**config.mk**
```make
export PLATFORM = sky130hd
export DESIGN_NAME = izh_stim_state_rmw_ctrl
export DESIGN_NICKNAME = d
export VERILOG_FILES = /design/src/rtl/izh_stim_state_rmw_ctrl_pkg.sv /design/src/rtl/izh_stim_state_rmw_ctrl.sv
export SDC_FILE = /design/constraint.sdc
export NUM_CORES = 1
export LEC_CHECK = 0
export ABC_CLOCK_PERIOD_IN_PS = 1700
export CORE_UTILIZATION = 37
export CTS_BUF_LIST = sky130_fd_sc_hd__clkbuf_16
export DETAILED_ROUTE_END_ITERATION = 8
export PLACE_DENSITY = 0.73
export SYNTH_ARGS = -nofsm -noshare
export SYNTH_HDL_FRONTEND = slang
export SYNTH_SLANG_ARGS = --single-unit
export TNS_END_PERCENT = 100
```
**constraint.sdc**
```tcl
create_clock -name CLK -period 1.7 [get_ports CLK]
set_input_delay 0.34 -clock CLK [delete_from_list [all_inputs] [get_ports CLK]]
set_output_delay 0.34 -clock CLK [all_outputs]
set_load 0.02 [all_outputs]
```
**src/rtl/izh_stim_state_rmw_ctrl_pkg.sv**
```systemverilog
// izh_stim_state_rmw_ctrl_pkg: event encodings, FSM states and stim word layout
package izh_stim_state_rmw_ctrl_pkg;

    localparam int STIM_W = 12;

    typedef enum logic [1:0] {
        EVT_NONE = 2'b00,
        EVT_EXC  = 2'b01,
        EVT_INH  = 2'b10,
        EVT_TREF = 2'b11
    } evt_t;

    typedef enum logic [1:0] {
        ST_IDLE,
        ST_READ,
        ST_LATCH,
        ST_WRITE
    } state_t;

    // Stim word packing, MSB first: [11:10] inhexc_prev, [9:8] stim0_prev, [7:4] stim_str_tmp, [3:0] stim_str
    typedef struct packed {
        logic [1:0] inhexc_prev;
        logic [1:0] stim0_prev;
        logic [3:0] stim_str_tmp;
        logic [3:0] stim_str;
    } stim_word_t;

endpackage

```
**src/rtl/izh_stim_state_rmw_ctrl.sv**
```systemverilog
// izh_stim_state_rmw_ctrl: read-modify-write sequencer for the Izhikevich stim-strength fields in neuron SRAM
module izh_stim_state_rmw_ctrl
    import izh_stim_state_rmw_ctrl_pkg::*;
#(
    parameter int ADDR_W = 8,
    parameter int NEUR_N = 256
) (
    input  logic              CLK,
    input  logic              RST,
    input  logic              EVT_VALID,
    output logic              EVT_READY,
    input  logic [1:0]        EVT_TYPE,
    input  logic [ADDR_W-1:0] EVT_ADDR,
    output logic              SRAM_CS,
    output logic              SRAM_WE,
    output logic [ADDR_W-1:0] SRAM_A,
    output logic [STIM_W-1:0] SRAM_D,
    input  logic [STIM_W-1:0] SRAM_Q,
    output logic [3:0]        UPD_STIM_STR,
    output logic [3:0]        UPD_STIM_STR_TMP,
    output logic [1:0]        UPD_STIM0_PREV,
    output logic [1:0]        UPD_INHEXC_PREV,
    output logic              UPD_OVFL_EXC,
    output logic              UPD_OVFL_INH,
    output logic              UPD_EVENT_TREF,
    input  logic [STIM_W-1:0] UPD_NEXT,
    output logic              SWEEP_DONE
);

    localparam logic [ADDR_W-1:0] LAST_ADDR = ADDR_W'(NEUR_N - 1);

    state_t            state_q, state_d;
    evt_t              type_q, type_d;
    logic [ADDR_W-1:0] addr_q, addr_d;
    logic [ADDR_W-1:0] cnt_q, cnt_d;
    stim_word_t        word_q, word_d;
    logic              done_q, done_d;

    // State, sampled event, sweep counter and captured fields; reset abandons any in-flight RMW
    always_ff @(posedge CLK or posedge RST) begin
        if (RST) begin
            state_q <= ST_IDLE;
            type_q  <= EVT_NONE;
            addr_q  <= '0;
            cnt_q   <= '0;
            word_q  <= '0;
            done_q  <= 1'b0;
        end else begin
            state_q <= state_d;
            type_q  <= type_d;
            addr_q  <= addr_d;
            cnt_q   <= cnt_d;
            word_q  <= word_d;
            done_q  <= done_d;
        end
    end

    // Next-state logic and per-state SRAM / update-logic strobes
    always_comb begin
        state_d        = state_q;
        type_d         = type_q;
        addr_d         = addr_q;
        cnt_d          = cnt_q;
        word_d         = word_q;
        done_d         = 1'b0;
        SRAM_CS        = 1'b0;
        SRAM_WE        = 1'b0;
        UPD_OVFL_EXC   = 1'b0;
        UPD_OVFL_INH   = 1'b0;
        UPD_EVENT_TREF = 1'b0;
        case (state_q)
            ST_IDLE: begin
                if (EVT_VALID) begin
                    type_d = evt_t'(EVT_TYPE);
                    addr_d = EVT_ADDR;
                    if (evt_t'(EVT_TYPE) == EVT_TREF) cnt_d = '0;
                    if (evt_t'(EVT_TYPE) != EVT_NONE) state_d = ST_READ;
                end
            end
            ST_READ: begin
                SRAM_CS = 1'b1;
                state_d = ST_LATCH;
            end
            ST_LATCH: begin
                word_d  = SRAM_Q;
                state_d = ST_WRITE;
            end
            default: begin
                SRAM_CS        = 1'b1;
                SRAM_WE        = 1'b1;
                UPD_OVFL_EXC   = type_q == EVT_EXC;
                UPD_OVFL_INH   = type_q == EVT_INH;
                UPD_EVENT_TREF = type_q == EVT_TREF;
                if (type_q == EVT_TREF && cnt_q != LAST_ADDR) begin
                    cnt_d   = cnt_q + 1'b1;
                    state_d = ST_READ;
                end else begin
                    done_d  = type_q == EVT_TREF;
                    state_d = ST_IDLE;
                end
            end
        endcase
    end

    assign EVT_READY        = state_q == ST_IDLE;
    assign SRAM_A           = type_q == EVT_TREF ? cnt_q : addr_q;
    assign SRAM_D           = UPD_NEXT;
    assign UPD_STIM_STR     = word_q.stim_str;
    assign UPD_STIM_STR_TMP = word_q.stim_str_tmp;
    assign UPD_STIM0_PREV   = word_q.stim0_prev;
    assign UPD_INHEXC_PREV  = word_q.inhexc_prev;
    assign SWEEP_DONE       = done_q;

endmodule

```
==> impl_summary.log <==
[metrics] die footprint: 0.00483 mm²
[metrics] Buffers & Inverters on Critical Path: 3
[metrics] violated checks: setup timing
[metrics] hold buffer count at CTS: 0
[metrics] unrepaired setup endpoints after global routing: yes
[metrics] flip-flop cell with the highest count after synthesis: dfrtp_1
[metrics] cell type group with the largest total delay on the critical path: compound AO/OA/AOI/OAI gates
[metrics] Final Net Count: 265
[metrics] cell at the slowest stage of the critical path: a2111o_1
[metrics] maximum level of the CTS H-tree: 2
[metrics] mean instance size in the synthesized netlist: 11.7 µm²
[metrics] number of nets with antenna violations after detailed routing: 0
[metrics] number of warnings reported in the yosys synthesis log: 0
[metrics] number of maximum-capacitance constraint violations: 0
[metrics] Max Freq: 0.567 GHz
[metrics] average wire per standard cell: 16.0 µm
[metrics] clock-pin slew of the registers on the worst-case setup and hold paths: 0.05 ns
[metrics] sequential fraction of the synthesis area: 49.0%
[metrics] buffer cell driving the clock tree root: clkbuf_16
[metrics] final slew viol count: 0
[metrics] element type at the critical path start: register
[metrics] starting utilization of the core area: 38.7%
[metrics] final critical path time including I/O delays and setup: 1.76 ns
[metrics] post-DR vias/cell: 5.23
[metrics] via count of the first global-routing pass: 1475
[metrics] via count of the routed design: 1449
[metrics] cell types with the largest area share after synthesis: dfrtp_1, mux2_2, buf_4
[metrics] HPWL reported at the end of detailed placement: 2960 µm
[metrics] Die Width: 69.5 µm
[metrics] most instantiated library cell after synthesis: dfrtp_1
[metrics] DR pass1 iterations: 4
[metrics] DRC violation count after routing: 0
[metrics] Yosys top cell by area: dfrtp_1
[metrics] number of enable-type register cells in the synthesized netlist: 0
[metrics] Total GRT Usage: 18.5%
[metrics] synthesized instance count: 144
[metrics] total of endpoints with negative setup slack in the final report: 8
[metrics] largest net degree at the start of global routing: 34
[metrics] arrival time at the worst endpoint: 1.96 ns
[metrics] wire length of the first global-routing pass: 7000 µm
[metrics] worst path cell trace: buf_6, inv_4, ha_4, buf_6, a2111o_1, or3_1, o211ai_2
[metrics] Unique masters post-synth: 32
[metrics] initial antenna violation count: 0
[metrics] FF+latch count, synth: 33
[metrics] overflow left after global routing: 0
[metrics] worst-margin pin slew: 0.433 ns
[metrics] async set-or-reset flop fraction in the synthesized netlist: 100%
[metrics] final core utilization: 61.1%
[metrics] worst IR drop on VDD: 1.11 mV
[metrics] vertical extent of the die: 69.5 µm
[metrics] clock sink count: 33
[metrics] Max-slew headroom: 71.1%
[metrics] leak pwr: 1.17 nW
[metrics] share of the synthesized area in the top cell type: 49.0%
[metrics] run status: finished, violations left
[metrics] critical path start-end classification: register to register
[metrics] number of DRC violations after detailed-routing iteration 0: 49
[metrics] filler cell count: 328
[metrics] Num CTS Buffers: 5
[metrics] final hold violations: 0
[metrics] maximum net fanout on the critical path: 6
[metrics] share of layout cells above drive strength 1: 46.2%
[metrics] FP Rows: 24
[metrics] Skew-Pair Late Insertion Delay: 0.28 ns
[metrics] maximum single-stage delay on the critical path: 0.46 ns
[metrics] synthesized netlist net count: 185
[metrics] CTS tree: done
[metrics] area of the mapped netlist: 0.00169 mm²
[metrics] dominant cell type by count on the critical path: buf_6
[metrics] post-route clock skew: 0.00319 ns
[metrics] Placer Congestion: 0.758
[metrics] total detailed-routing wirelength: 4420 µm
[metrics] area inside the core boundary: 0.00435 mm²
[metrics] maximum root-to-sink buffer count: 2
[metrics] Worst Setup Slack, final: -0.0621 ns
[metrics] final hold slack: 0.459 ns
[metrics] area delta synth->final: 57.6%
[metrics] worst hold-check path type: input port to asynchronous set/reset pin
[metrics] antenna diode count: 0
[metrics] # port buffers: 51
[metrics] total power divided by cell area: 2210 mW/mm²
[metrics] required time of the worst setup path: 1.90 ns
[metrics] leading cell types by count after synthesis: dfrtp_1, mux2_2, buf_4, nand2_1, a21oi_1
[metrics] # IOs: 76
[metrics] worst setup slack after placement: -0.172 ns
[metrics] portion of the clock cycle consumed by the worst path in the final layout: 104%
[metrics] CP Capture Type: register
[kinds of logic after synthesis]
| group | after synthesis | share of synthesized area, % |
|---|---|---|
| multiplexers | 28 | 18.6 |
| flip-flops | 33 | 49.0 |
| adder cells (fa/ha/maj) | 4 | 2.97 |
| AO/OA/AOI/OAI | 28 | 11.9 |
| buffers and inverters | 24 | 9.12 |
| AND/OR/NAND/NOR | 27 | 8.38 |
[metal layers]
| layer | share of wire (%) | routed length, µm | GRT usage (%) | up-vias |
|---|---|---|---|---|
| li1 | - | - | - | 668 |
| met1 | 41 | 1810 | 21.9 | 712 |
| met2 | 52 | 2310 | 32.9 | 61 |
| met3 | 5.3 | 235 | 4.51 | 8 |
| met4 | 1.5 | 66 | 5.90 | 0 |
| met5 | 0 | 0 | 0 | - |
[through the flow]
step                      power (mW)  TNS (ns)  cell area (µm²)  instances
after floorplan                 3.16   -0.0740             1690        144
after global placement          4.37     -1.19             2310        251
after detailed placement        4.48     -1.80             2310        251
after CTS                       5.43    -0.266             2500        269
after global routing            6.20    -0.887             2660        277
final                           5.87    -0.154             2660        277
[sequential cells by signal, indices dropped and copies added (netlist names)]
| register | count |
|---|---|
| state_q | 2 |
| UPD_STIM_STR | 4 |
| type_q | 2 |
| SWEEP_DONE | 1 |
| UPD_INHEXC_PREV | 2 |
| UPD_STIM0_PREV | 2 |
| addr_q | 8 |
| cnt_q | 8 |
| UPD_STIM_STR_TMP | 4 |
[worst min-delay path, stage by stage]
cell and delay, ns:
clkdlybuf4s50_1 0.40, inv_1 0.05, buf_4 0.38
[repair_timing]
action,in CTS,in global routing
resized for setup,61,34
endpoints found under the setup margin,22,17
pin swaps,3,10
setup buffers,10,8
gates cloned,0,1
[final timing paths]
kind | from | endpoint | slack (ns) | depth (start not counted)
worst max-delay path | state_q[0] | cnt_q[3] | -0.06 | 7
worst min-delay path | RST | UPD_STIM_STR[3] | 0.46 | 3
worst max register to register | state_q[0] | cnt_q[3] | -0.06 | 7
worst min register to register | UPD_STIM_STR_TMP[2] | UPD_STIM_STR_TMP[2] | 0.51 | 1
max in group asynchronous | RST | addr_q[2] | 0.93 | 3
min in group CLK | UPD_STIM_STR_TMP[2] | UPD_STIM_STR_TMP[2] | 0.51 | 1
[cell type report]
| class | count | area [µm²] | area share (%) |
|---|---|---|---|
| multi-input combinational | 88 | 796 | 29.9 |
| sequential | 33 | 826 | 31.1 |
| clock buffer | 5 | 125 | 4.71 |
| tap | 52 | 65.1 | 2.45 |
| inverter | 7 | 31.3 | 1.18 |
| clock inverter | 3 | 12.5 | 0.471 |
| timing repair buffer | 89 | 803 | 30.2 |
[where the power goes]
group          total, mW  internal [mW]  switching (mW)
Clock              0.850          0.529           0.322
Sequential          1.49           1.18           0.303
Combinational       3.54           1.89            1.64
Total               5.87           3.60            2.27
[layout by cell type, fill, tap and decap left out, drive strengths merged, types with 4 or more instances in the layout]
cell,n
buf,50
clkdlybuf4s50,37
dfrtp,33
mux2,27
nand2,11
o21ai,8
a21oi,8
inv,7
clkbuf,5
nor2,5
ha,4
Power figures use the tool's default switching activity.
